--- src/rtl/shared_vc_bank_client_pkg.sv ---
// Shared definitions for the shared-VC bank client: held/free VC encodings
// and the width helpers used to size the per-bank occupancy counters.
package shared_vc_bank_client_pkg;

    localparam logic VC_HELD = 1'b1;
    localparam logic VC_FREE = 1'b0;

    // Ceiling log2; clogb(1) is 0.
    function automatic int clogb(input int n);
        int w;
        w = 0;
        for (int i = 0; i < 31; i++) begin
            if ((1 << i) < n) begin
                w = i + 1;
            end
        end
        return w;
    endfunction

    // Bits needed to count 0..nvb held VCs in one bank.
    function automatic int count_width(input int nvb);
        return clogb(nvb + 1);
    endfunction

    // Pointer width that never collapses to zero bits.
    function automatic int ptr_width(input int n);
        return (clogb(n) > 0) ? clogb(n) : 1;
    endfunction

endpackage

--- src/rtl/shared_vc_bank_client_if.sv ---
// Bank-grant / VC-allocation bundle between one router input port and the
// shared memory banks. slave = client side, master = banks + VC allocator.
interface shared_vc_bank_client_if
    import shared_vc_bank_client_pkg::*;
#(
    parameter int num_ports = 5,
    parameter int num_vcs   = 10
);

    localparam int nvb   = num_vcs / num_ports;
    localparam int occ_w = num_ports * count_width(nvb);

    logic [num_ports-1:0] bank_grant;
    logic [num_ports-1:0] bank_ready;
    logic                 alloc_req;
    logic [num_vcs-1:0]   release_vc;
    logic                 alloc_gnt;
    logic [num_vcs-1:0]   alloc_vc;
    logic [num_vcs-1:0]   allocated_shared_ivc;
    logic [occ_w-1:0]     bank_occupancy;
    logic                 protocol_error;

    modport master (
        output bank_grant,
        output bank_ready,
        output alloc_req,
        output release_vc,
        input  alloc_gnt,
        input  alloc_vc,
        input  allocated_shared_ivc,
        input  bank_occupancy,
        input  protocol_error
    );

    modport slave (
        input  bank_grant,
        input  bank_ready,
        input  alloc_req,
        input  release_vc,
        output alloc_gnt,
        output alloc_vc,
        output allocated_shared_ivc,
        output bank_occupancy,
        output protocol_error
    );

endinterface

--- src/rtl/shared_vc_bank_select.sv ---
// Combinational pick: rotating-priority scan of eligible banks starting at
// rr_ptr, then the lowest-index free VC of the chosen bank (one-hot).
// Ports: rr_ptr, bank_grant, bank_ready, held in; found, bank, vc_onehot out.
module shared_vc_bank_select
    import shared_vc_bank_client_pkg::*;
#(
    parameter int num_ports = 5,
    parameter int num_vcs   = 10,
    parameter int ptr_w     = 3
) (
    input  logic [ptr_w-1:0]     rr_ptr,
    input  logic [num_ports-1:0] bank_grant,
    input  logic [num_ports-1:0] bank_ready,
    input  logic [num_vcs-1:0]   held,
    output logic                 found,
    output logic [ptr_w-1:0]     bank,
    output logic [num_vcs-1:0]   vc_onehot
);

    localparam int nvb = num_vcs / num_ports;

    logic [num_vcs-1:0]   free;
    logic [num_ports-1:0] elig;

    always_comb begin
        free = '0;
        for (int v = 0; v < num_vcs; v++) begin
            free[v] = (held[v] == VC_FREE);
        end
    end

    always_comb begin
        elig = '0;
        for (int b = 0; b < num_ports; b++) begin
            elig[b] = bank_grant[b] & bank_ready[b]
                    & (|free[b*nvb +: nvb]);
        end
    end

    // First eligible bank at or after rr_ptr, wrapping modulo num_ports.
    always_comb begin
        int idx;
        idx   = 0;
        found = 1'b0;
        bank  = '0;
        for (int i = 0; i < num_ports; i++) begin
            idx = int'(rr_ptr) + i;
            if (idx >= num_ports) begin
                idx = idx - num_ports;
            end
            if (!found && elig[idx]) begin
                found = 1'b1;
                bank  = ptr_w'(idx);
            end
        end
    end

    always_comb begin
        logic taken;
        taken     = 1'b0;
        vc_onehot = '0;
        if (found) begin
            for (int v = 0; v < nvb; v++) begin
                if (!taken && free[int'(bank)*nvb + v]) begin
                    vc_onehot[int'(bank)*nvb + v] = 1'b1;
                    taken = 1'b1;
                end
            end
        end
    end

endmodule

--- src/rtl/shared_vc_bank_client.sv ---
// Per-input-port shared-VC bank client: hands VCs from granted, ready banks
// to the VC allocator, tracks held VCs, occupancy and protocol errors.
// Ports: clk, reset (async, active-low), bus (slave side of the bundle).
module shared_vc_bank_client
    import shared_vc_bank_client_pkg::*;
#(
    parameter int num_ports = 5,
    parameter int num_vcs   = 10,
    parameter int port_id   = 0
) (
    input logic                    clk,
    input logic                    reset,
    shared_vc_bank_client_if.slave bus
);

    localparam int nvb   = num_vcs / num_ports;
    localparam int cw    = count_width(nvb);
    localparam int ptr_w = ptr_width(num_ports);

    logic [num_vcs-1:0]   held_q;
    logic [num_vcs-1:0]   held_d;
    logic [ptr_w-1:0]     rr_q;
    logic [ptr_w-1:0]     rr_d;
    logic                 gnt_q;
    logic [num_vcs-1:0]   vc_q;
    logic                 err_q;
    logic                 err_d;
    logic [num_ports-1:0] grant_q;

    logic                 found;
    logic [ptr_w-1:0]     pick_bank;
    logic [num_vcs-1:0]   pick_vc;
    logic                 take;
    logic [num_vcs-1:0]   rel_ok;
    logic [num_vcs-1:0]   rel_bad;
    logic [num_ports-1:0] bank_busy;
    logic [num_ports-1:0] grant_fell;
    logic [num_ports*cw-1:0] occ;

    shared_vc_bank_select #(
        .num_ports (num_ports),
        .num_vcs   (num_vcs),
        .ptr_w     (ptr_w)
    ) u_select (
        .rr_ptr     (rr_q),
        .bank_grant (bus.bank_grant),
        .bank_ready (bus.bank_ready),
        .held       (held_q),
        .found      (found),
        .bank       (pick_bank),
        .vc_onehot  (pick_vc)
    );

    assign take = bus.alloc_req & found;

    // Selection sees held_q, so a VC released this cycle is not reusable
    // until the next one.
    always_comb begin
        rel_ok  = bus.release_vc & held_q;
        rel_bad = bus.release_vc & ~held_q;
        held_d  = (held_q & ~rel_ok) | (take ? pick_vc : '0);
    end

    always_comb begin
        rr_d = rr_q;
        if (take) begin
            if (int'(pick_bank) == num_ports - 1) begin
                rr_d = '0;
            end else begin
                rr_d = pick_bank + ptr_w'(1);
            end
        end
    end

    // A bank dropping its grant while we still hold one of its VCs means
    // the bank allocator did not wait for drain.
    always_comb begin
        bank_busy = '0;
        for (int b = 0; b < num_ports; b++) begin
            bank_busy[b] = |held_q[b*nvb +: nvb];
        end
        grant_fell = grant_q & ~bus.bank_grant;
        err_d = err_q | (|rel_bad) | (|(grant_fell & bank_busy));
    end

    always_comb begin
        logic [cw-1:0] cnt;
        occ = '0;
        for (int b = 0; b < num_ports; b++) begin
            cnt = '0;
            for (int v = 0; v < nvb; v++) begin
                cnt = cnt + cw'(held_q[b*nvb + v]);
            end
            occ[b*cw +: cw] = cnt;
        end
    end

    always_ff @(posedge clk or negedge reset) begin
        if (!reset) begin
            held_q  <= '0;
            rr_q    <= '0;
            gnt_q   <= 1'b0;
            vc_q    <= '0;
            err_q   <= 1'b0;
            grant_q <= '0;
        end else begin
            held_q  <= held_d;
            rr_q    <= rr_d;
            gnt_q   <= take;
            vc_q    <= take ? pick_vc : '0;
            err_q   <= err_d;
            grant_q <= bus.bank_grant;
        end
    end

    assign bus.alloc_gnt            = gnt_q;
    assign bus.alloc_vc             = vc_q;
    assign bus.allocated_shared_ivc = held_q;
    assign bus.bank_occupancy       = occ;
    assign bus.protocol_error       = err_q;

endmodule

--- src/flat_wrapper.sv ---
// flat-port wrapper written by rule: the top's interface ports become plain ports
module shared_vc_bank_client_flat import shared_vc_bank_client_pkg::*;
#(
    parameter int num_ports = 5,
    parameter int num_vcs   = 10,
    parameter int port_id   = 0
)
  (clk, reset, bus_bank_grant, bus_bank_ready, bus_alloc_req, bus_release_vc, bus_alloc_gnt, bus_alloc_vc, bus_allocated_shared_ivc, bus_bank_occupancy, bus_protocol_error);
  shared_vc_bank_client_if #(.num_ports(num_ports), .num_vcs(num_vcs)) bus_i ();
  input logic clk;
  input logic reset;
  input wire logic [$bits(bus_i.bank_grant)-1:0] bus_bank_grant;
  input wire logic [$bits(bus_i.bank_ready)-1:0] bus_bank_ready;
  input wire logic [$bits(bus_i.alloc_req)-1:0] bus_alloc_req;
  input wire logic [$bits(bus_i.release_vc)-1:0] bus_release_vc;
  output wire logic [$bits(bus_i.alloc_gnt)-1:0] bus_alloc_gnt;
  output wire logic [$bits(bus_i.alloc_vc)-1:0] bus_alloc_vc;
  output wire logic [$bits(bus_i.allocated_shared_ivc)-1:0] bus_allocated_shared_ivc;
  output wire logic [$bits(bus_i.bank_occupancy)-1:0] bus_bank_occupancy;
  output wire logic [$bits(bus_i.protocol_error)-1:0] bus_protocol_error;
  assign bus_i.bank_grant = bus_bank_grant;
  assign bus_i.bank_ready = bus_bank_ready;
  assign bus_i.alloc_req = bus_alloc_req;
  assign bus_i.release_vc = bus_release_vc;
  assign bus_alloc_gnt = bus_i.alloc_gnt;
  assign bus_alloc_vc = bus_i.alloc_vc;
  assign bus_allocated_shared_ivc = bus_i.allocated_shared_ivc;
  assign bus_bank_occupancy = bus_i.bank_occupancy;
  assign bus_protocol_error = bus_i.protocol_error;
  shared_vc_bank_client #(.num_ports(num_ports), .num_vcs(num_vcs), .port_id(port_id)) u_core (.clk(clk), .reset(reset), .bus(bus_i));
endmodule
--- config.mk ---
export PLATFORM = sky130hd
export DESIGN_NAME = shared_vc_bank_client_flat
export DESIGN_NICKNAME = d
export VERILOG_FILES = /design/src/rtl/shared_vc_bank_client_pkg.sv /design/src/rtl/shared_vc_bank_client_if.sv /design/src/rtl/shared_vc_bank_select.sv /design/src/rtl/shared_vc_bank_client.sv /design/src/flat_wrapper.sv
export SDC_FILE = /design/constraint.sdc
export NUM_CORES = 1
export LEC_CHECK = 0
export CORE_ASPECT_RATIO = 1.4
export CORE_UTILIZATION = 53
export CTS_CLUSTER_SIZE = 16
export DETAILED_ROUTE_END_ITERATION = 7
export GPL_TIMING_DRIVEN = 0
export PLACE_DENSITY = 0.88
export SLEW_MARGIN = 10
export SYNTH_ARGS = -nofsm -noshare
export SYNTH_HDL_FRONTEND = slang
export SYNTH_SLANG_ARGS = --single-unit
--- constraint.sdc ---
create_clock -name clk -period 7.4 [get_ports clk]
set_input_delay 1.11 -clock clk [delete_from_list [all_inputs] [get_ports clk]]
set_output_delay 1.11 -clock clk [all_outputs]
set_load 0.005 [all_outputs]
==> results of run 1 <==
## worst max-delay path, stage by stage, from the launching register on
cell,delay [ps]
dfrtp_1,430
buf_4,200
buf_2,190
inv_1,220
ha_1,190
inv_1,40
ha_1,350
a211o_1,330
a211oi_2,430
mux2i_1,140
nor3b_1,340
a21oi_1,160
nand4b_1,170
nor2b_1,100
nor2_2,310
clkinv_1,240
ha_1,270
nor3_1,220
a21oi_1,60
o21ai_0,140
## cell type report
type,count,area (um^2),area share [%]
clock buffer,7,86.3,2.70
clock inverter,1,5.00,0.156
sequential,30,751,23.5
tap,62,77.6,2.43
multi-input combinational,212,1630,50.9
timing repair buffer,54,536,16.7
buffer,6,37.5,1.17
inverter,21,78.8,2.46
## layout by cell type, fill, tap and decap left out, drive strengths merged, types with 5 or more instances in the layout
cell type,count
o21ai,7
ha,24
inv,20
clkbuf,7
a21oi,14
a31oi,5
nor3b,7
mux2i,10
nand2,17
o22ai,6
a211oi,6
clkdlybuf4s50,53
nand3,8
dfrtp,30
and2,7
buf,7
nor3,8
and3b,5
nor2,15
## worst min path at each step
stage,end,slack (ps),depth (start not counted)
final,u_core.bus.alloc_vc[5],530,1
after global routing,u_core.bus.alloc_vc[5],550,1
after detailed placement,u_core.bus.alloc_vc[5],500,1
after floorplan,u_core.bus.alloc_vc[5],480,1
after global placement,u_core.bus.alloc_vc[5],520,1
after CTS,u_core.bus.alloc_vc[5],530,1
## stage by stage
step           instances  instance area (um^2)  setup slack, ps  hold slack [ps]  utilization (%)
3_5_place_dp         385                  3110             2910              496             68.5
3_3_place_gp         385                  3110             3050              516             68.6
5_1_grt              393                  3200             2510              546             70.5
4_1_cts              393                  3200             2870              531             70.5
2_1_floorplan        269                  2490             3630              482                -
6_report             393                  3200             2790              535             70.5
## flip-flops by register name, summed over array words and instances, names as in the netlist
| name | cells |
|---|---|
| u_core.bus.allocated_shared_ivc | 10 |
| u_core.grant_q | 5 |
| u_core.bus.alloc_gnt | 1 |
| u_core.bus.alloc_vc | 10 |
| u_core.bus.protocol_error | 1 |
| u_core.rr_q | 3 |
## logic make-up (layout without fill, tap and decap cells)
| family | after synthesis | count (layout) | share of synthesized area [%] |
|---|---|---|---|
| muxes | 13 | 13 | 5.52 |
| and+or+nand+nor | 95 | 95 | 23.0 |
| buffers and inverters | 27 | 89 | 4.67 |
| DFF | 30 | 30 | 30.1 |
| AOI/OAI and AO/OA | 76 | 76 | 22.7 |
| adders and majority gates | 24 | 24 | 12.0 |
| xor gates and xnor gates | 4 | 4 | 2.01 |
## routing by layer
layer	share of wire, %	vias to the layer above	global-route usage [%]	wire length, um
met4	4.2	0	18.2	287
met2	52	89	50.2	3550
met3	5.0	24	5.14	340
met5	0	-	0	0
met1	38	1111	33.4	2610
li1	-	1122	-	-
==> results.json, run 1 <==
{
  "ys_types": 73,
  "finalSetupViolCount": 0,
  "rrSetupSlack_ps": 2790,
  "grt-ovfl-total": 0,
  "period_needed_ps": 4610,
  "std_cell_rows": 29,
  "area_growth_pct": 28.2,
  "yosysWarnings": 0,
  "r2r_cells": 19,
  "hpwl_um": 5310,
  "vias_per_cell": 5.97,
  "first_pass_iters": 4,
  "avgSynthCellArea_um2": 9.27,
  "r2r-start": "u_core.rr_q[0]",
  "max-clock-path-buffers": 2,
  "period_share_pct": 62.2,
  "fmax_mhz": 217,
  "yosysTopAreaCellShare_pct": 30.1,
  "drive_above_1_share_pct": 9.97,
  "seq_area_frac_synth_pct": 30.1,
  "post_drt_wl_per_cell_um": 17.3,
  "insertion_delay_ps": 290,
  "track_usage_pct": 29.8,
  "hold_path.startpoint": "u_core.bus.allocated_shared_ivc[5]",
  "antenna_found_initial": 0,
  "cts_num_sinks": 30,
  "status": "finished clean",
  "r2r-end": "u_core.rr_q[2]",
  "io_buffers": 54,
  "synth.net_count": 316,
  "synth_edf_count": 0,
  "cts_made_buffers": 5,
  "grt_max_degree": 31,
  "ys_async_sr_fraction_pct": 100,
  "gp_congestion": 0.891,
  "ys_seq_elements": 30,
  "crit_arrival_ps": 4820,
  "die_area_mm2": 0.00499,
  "post_cts_buffers": 0,
  "routed_wl_um": 6790,
  "finClkSkew_ps": 7.64,
  "synth_top_cell_by_area": "dfrtp_1",
  "drv_cap": 0,
  "start_util_pct": 55.0,
  "hold_violations": 0,
  "synthTopCellsByArea": "dfrtp_1 30%, ha_1 12%, mux2i_1 3.6%",
  "crit_fanout": 10,
  "rsz0062_at_grt": "false",
  "cts-root-buf": "clkbuf_8",
  "syn_inst": 269,
  "dieHeight_um": 83.2,
  "n_antenna_cell": 0,
  "hold_path_class": "flop to flop",
  "hold_buffers": 0,
  "fill_cells": 369,
  "cts_resized": 0,
  "grt_pass1_vias": 2449,
  "synth_most_common_cell": "dfrtp_1",
  "required_ps": 7610,
  "vias": 2346,
  "worstSetupEndpoint": "u_core.rr_q[2]",
  "synthFlopType": "dfrtp_1",
  "ios": 55,
  "synth_commonest_cells": "30 x dfrtp_1, 24 x ha_1, 18 x inv_1, 16 x nand2_1, 14 x nor2_1",
  "clk_pin_slew_worst_paths_ps": 70,
  "path_class": "flop to flop",
  "drtAntennaViolNets": 0,
  "cts_tree": "yes",
  "cp-end-kind": "flop",
  "grt_pass1_wl_um": 11200,
  "fin_setup_tns_ps": 0,
  "slew-limit-headroom_pct": 54.9,
  "drv_slew": 0,
  "htree_levels": 2,
  "critPathLaunchType": "flop",
  "dieWidth_um": 60.0,
  "finalNetCount": 377,
  "core_area_mm2": 0.00454,
  "netlist_area_mm2": 0.00249,
  "drtIter0Drc": 104,
  "worst_pin_slew_ps": 677,
  "crit_start": "u_core.rr_q[0]",
  "drc": 0
}
Power of run 1 is not shown: default switching activity piles up to over one toggle a cycle in this logic, so the estimate is an artifact.
==> inputs of run 2 (changes only) <==
--- a/config.mk
+++ b/config.mk
@@ -6,11 +6,11 @@
 export NUM_CORES = 1
 export LEC_CHECK = 0
 export CORE_ASPECT_RATIO = 1.4
-export CORE_UTILIZATION = 53
+export CORE_UTILIZATION = 46
 export CTS_CLUSTER_SIZE = 16
 export DETAILED_ROUTE_END_ITERATION = 7
 export GPL_TIMING_DRIVEN = 0
-export PLACE_DENSITY = 0.88
+export PLACE_DENSITY = 0.82
 export SLEW_MARGIN = 10
 export SYNTH_ARGS = -nofsm -noshare
 export SYNTH_HDL_FRONTEND = slang
==> constraint.sdc (replaced) <==
create_clock -name clk -period 4.21 [get_ports clk]
set_input_delay 0.6315 -clock clk [delete_from_list [all_inputs] [get_ports clk]]
set_output_delay 0.6315 -clock clk [all_outputs]
set_load 0.005 [all_outputs]
==> results.json, run 2 (synthesized netlist as in run 1, its figures left out) <==
{
  "status": "finished clean",
  "antenna_found_initial": 0,
  "io_buffers": 54,
  "crit_chain": "buf_8 > buf_6 > clkinvlp_4 > ha_1 > inv_1 > ha_4 > a21oi_4 > xnor2_4 > mux2_4 > a22o_4 > nor4_4 > buf_4 > nand4b_1 > o31ai_1 > o21a_2 > inv_2 > ha_1 > nor3_1 > a21oi_1 > o21ai_0",
  "finClkSkew_ps": 3.20,
  "std_cell_rows": 31,
  "finalSetupViolCount": 0,
  "cp-end-kind": "flop",
  "period_needed_ps": 4050,
  "layout_common_cells": "53 x clkdlybuf4s50_1, 28 x dfrtp_1, 23 x ha_1, 18 x buf_4",
  "dieHeight_um": 89.1,
  "vias_per_cell": 5.96,
  "max-clock-path-buffers": 2,
  "layout_commonest_cell": "clkdlybuf4s50_1",
  "crit_arrival_ps": 4250,
  "dieWidth_um": 64.2,
  "hold_violations": 0,
  "hold_buffers": 0,
  "critPathBufInv": 6,
  "cpPeakStageDelay_ps": 400,
  "htree_levels": 2,
  "ios": 55,
  "post_drt_wl_per_cell_um": 17.8,
  "route.met2.wl_um": 4040,
  "cts_num_sinks": 30,
  "worst_pin_slew_ps": 649,
  "cp_common_cell": "ha_1",
  "n_antenna_cell": 0,
  "start_util_pct": 48.0,
  "first_pass_iters": 4,
  "insertion_delay_ps": 280,
  "grt_pass1_wl_um": 11300,
  "die_area_mm2": 0.00572,
  "crit_fanout": 10,
  "clk_pin_slew_worst_paths_ps": 60,
  "grt_pass1_vias": 2390,
  "wl_met1_um": 2670,
  "drc": 0,
  "wl_met3_um": 376,
  "cts-root-buf": "clkbuf_8",
  "area_growth_pct": 38.9,
  "fill_cells": 425,
  "track_usage_pct": 26.1,
  "period_share_pct": 96.1,
  "grt-ovfl-total": 0,
  "drtAntennaViolNets": 0,
  "slew-limit-headroom_pct": 56.7,
  "cpMaxStageDelayCell": "dfrtp_2",
  "required_ps": 4410,
  "grt_max_degree": 31,
  "drtIter0Drc": 271,
  "drive_above_1_share_pct": 18.6,
  "path_class": "flop to flop",
  "register_area_um2": 753,
  "multiInputGateArea_mm2": 0.00173,
  "vias": 2473,
  "cts_made_buffers": 5,
  "finalNetCount": 395,
  "highest_layer": "met4",
  "drv_cap": 0,
  "gp_congestion": 0.921,
  "fin_setup_tns_ps": 0,
  "fmax_mhz": 247,
  "hpwl_um": 5530,
  "core_area_mm2": 0.00520,
  "drv_slew": 0,
  "cts_tree": "yes",
  "critical_path.top_delay_family": "compound AO/OA/AOI/OAI gates",
  "hold_path_class": "input pin to asynchronous set/reset pin",
  "routed_wl_um": 7380,
  "critPathLaunchType": "flop"
}
## run 2: changes by cell type in the layout (fill, tap and decap cells not counted), sizes merged
cell and change:
clkinvlp +2, buf +18, clkinv -1, inv -1
## run 2: worst register-to-register path, delay by kind of cell, from the launching register on
kind / cells / cell delay (ps)
buffers and inverters: 6 / 800
adder cells (fa/ha/maj): 3 / 580
AO/OA/AOI/OAI: 6 / 910
multiplexers: 1 / 340
AND/OR/NAND/NOR: 3 / 710
flip-flops: 1 / 400
XOR/XNOR: 1 / 250
## run 2: what timing repair did
item / 4_1_cts / 5_1_grt
buffers inserted: 2 / 16
hold endpoints to repair: 0 / 0
pin swaps: 1 / 5
gates cloned: 0 / 0
resized for setup: 8 / 19
endpoints found under the setup margin: 8 / 23
## run 2: layout make-up
class / instances / share of cell area (%)
multi-input cells: 212 / 49.9
well taps: 66 / 2.38
flip-flops and latches: 30 / 21.7
clock inverters: 1 / 0.145
clock buffers: 7 / 2.49
plain buffers: 6 / 1.48
inverters: 21 / 2.49
repair buffers: 72 / 19.4
## run 2: worst paths after layout
kind                                     endpoint  depth (start not counted)  slack, ps                                from
setup / recovery                   u_core.rr_q[2]                         20        160                      u_core.rr_q[0]
hold / removal             u_core.bus.alloc_vc[1]                          1        370                               reset
setup reg to reg                   u_core.rr_q[2]                         20        160                      u_core.rr_q[0]
hold reg to reg            u_core.bus.alloc_vc[5]                          1        530  u_core.bus.allocated_shared_ivc[5]
max in group asynchronous          u_core.rr_q[0]                          1       3370                               reset
min in group clk           u_core.bus.alloc_vc[5]                          1        530  u_core.bus.allocated_shared_ivc[5]
## run 2: layer usage
metal / GRT usage (%) / vias up
li1: - / 1162
met1: 26.1 / 1170
met2: 51.5 / 115
met3: 3.32 / 26
met4: 14.7 / 0
met5: 0 / -
## run 2: stage by stage
stage	utilization (%)	std cells	instance area, um^2	worst slack, ps	hold WS [ps]
final	66.6	415	3460	163	372
after global routing	66.6	415	3460	-35.8	425
after CTS	62.8	399	3260	-9.72	392
after detailed placement	59.9	389	3110	-184	518
after global placement	60.0	389	3120	-100	500
after floorplan	-	269	2490	442	336
Power of run 2 is left out for the same reason.
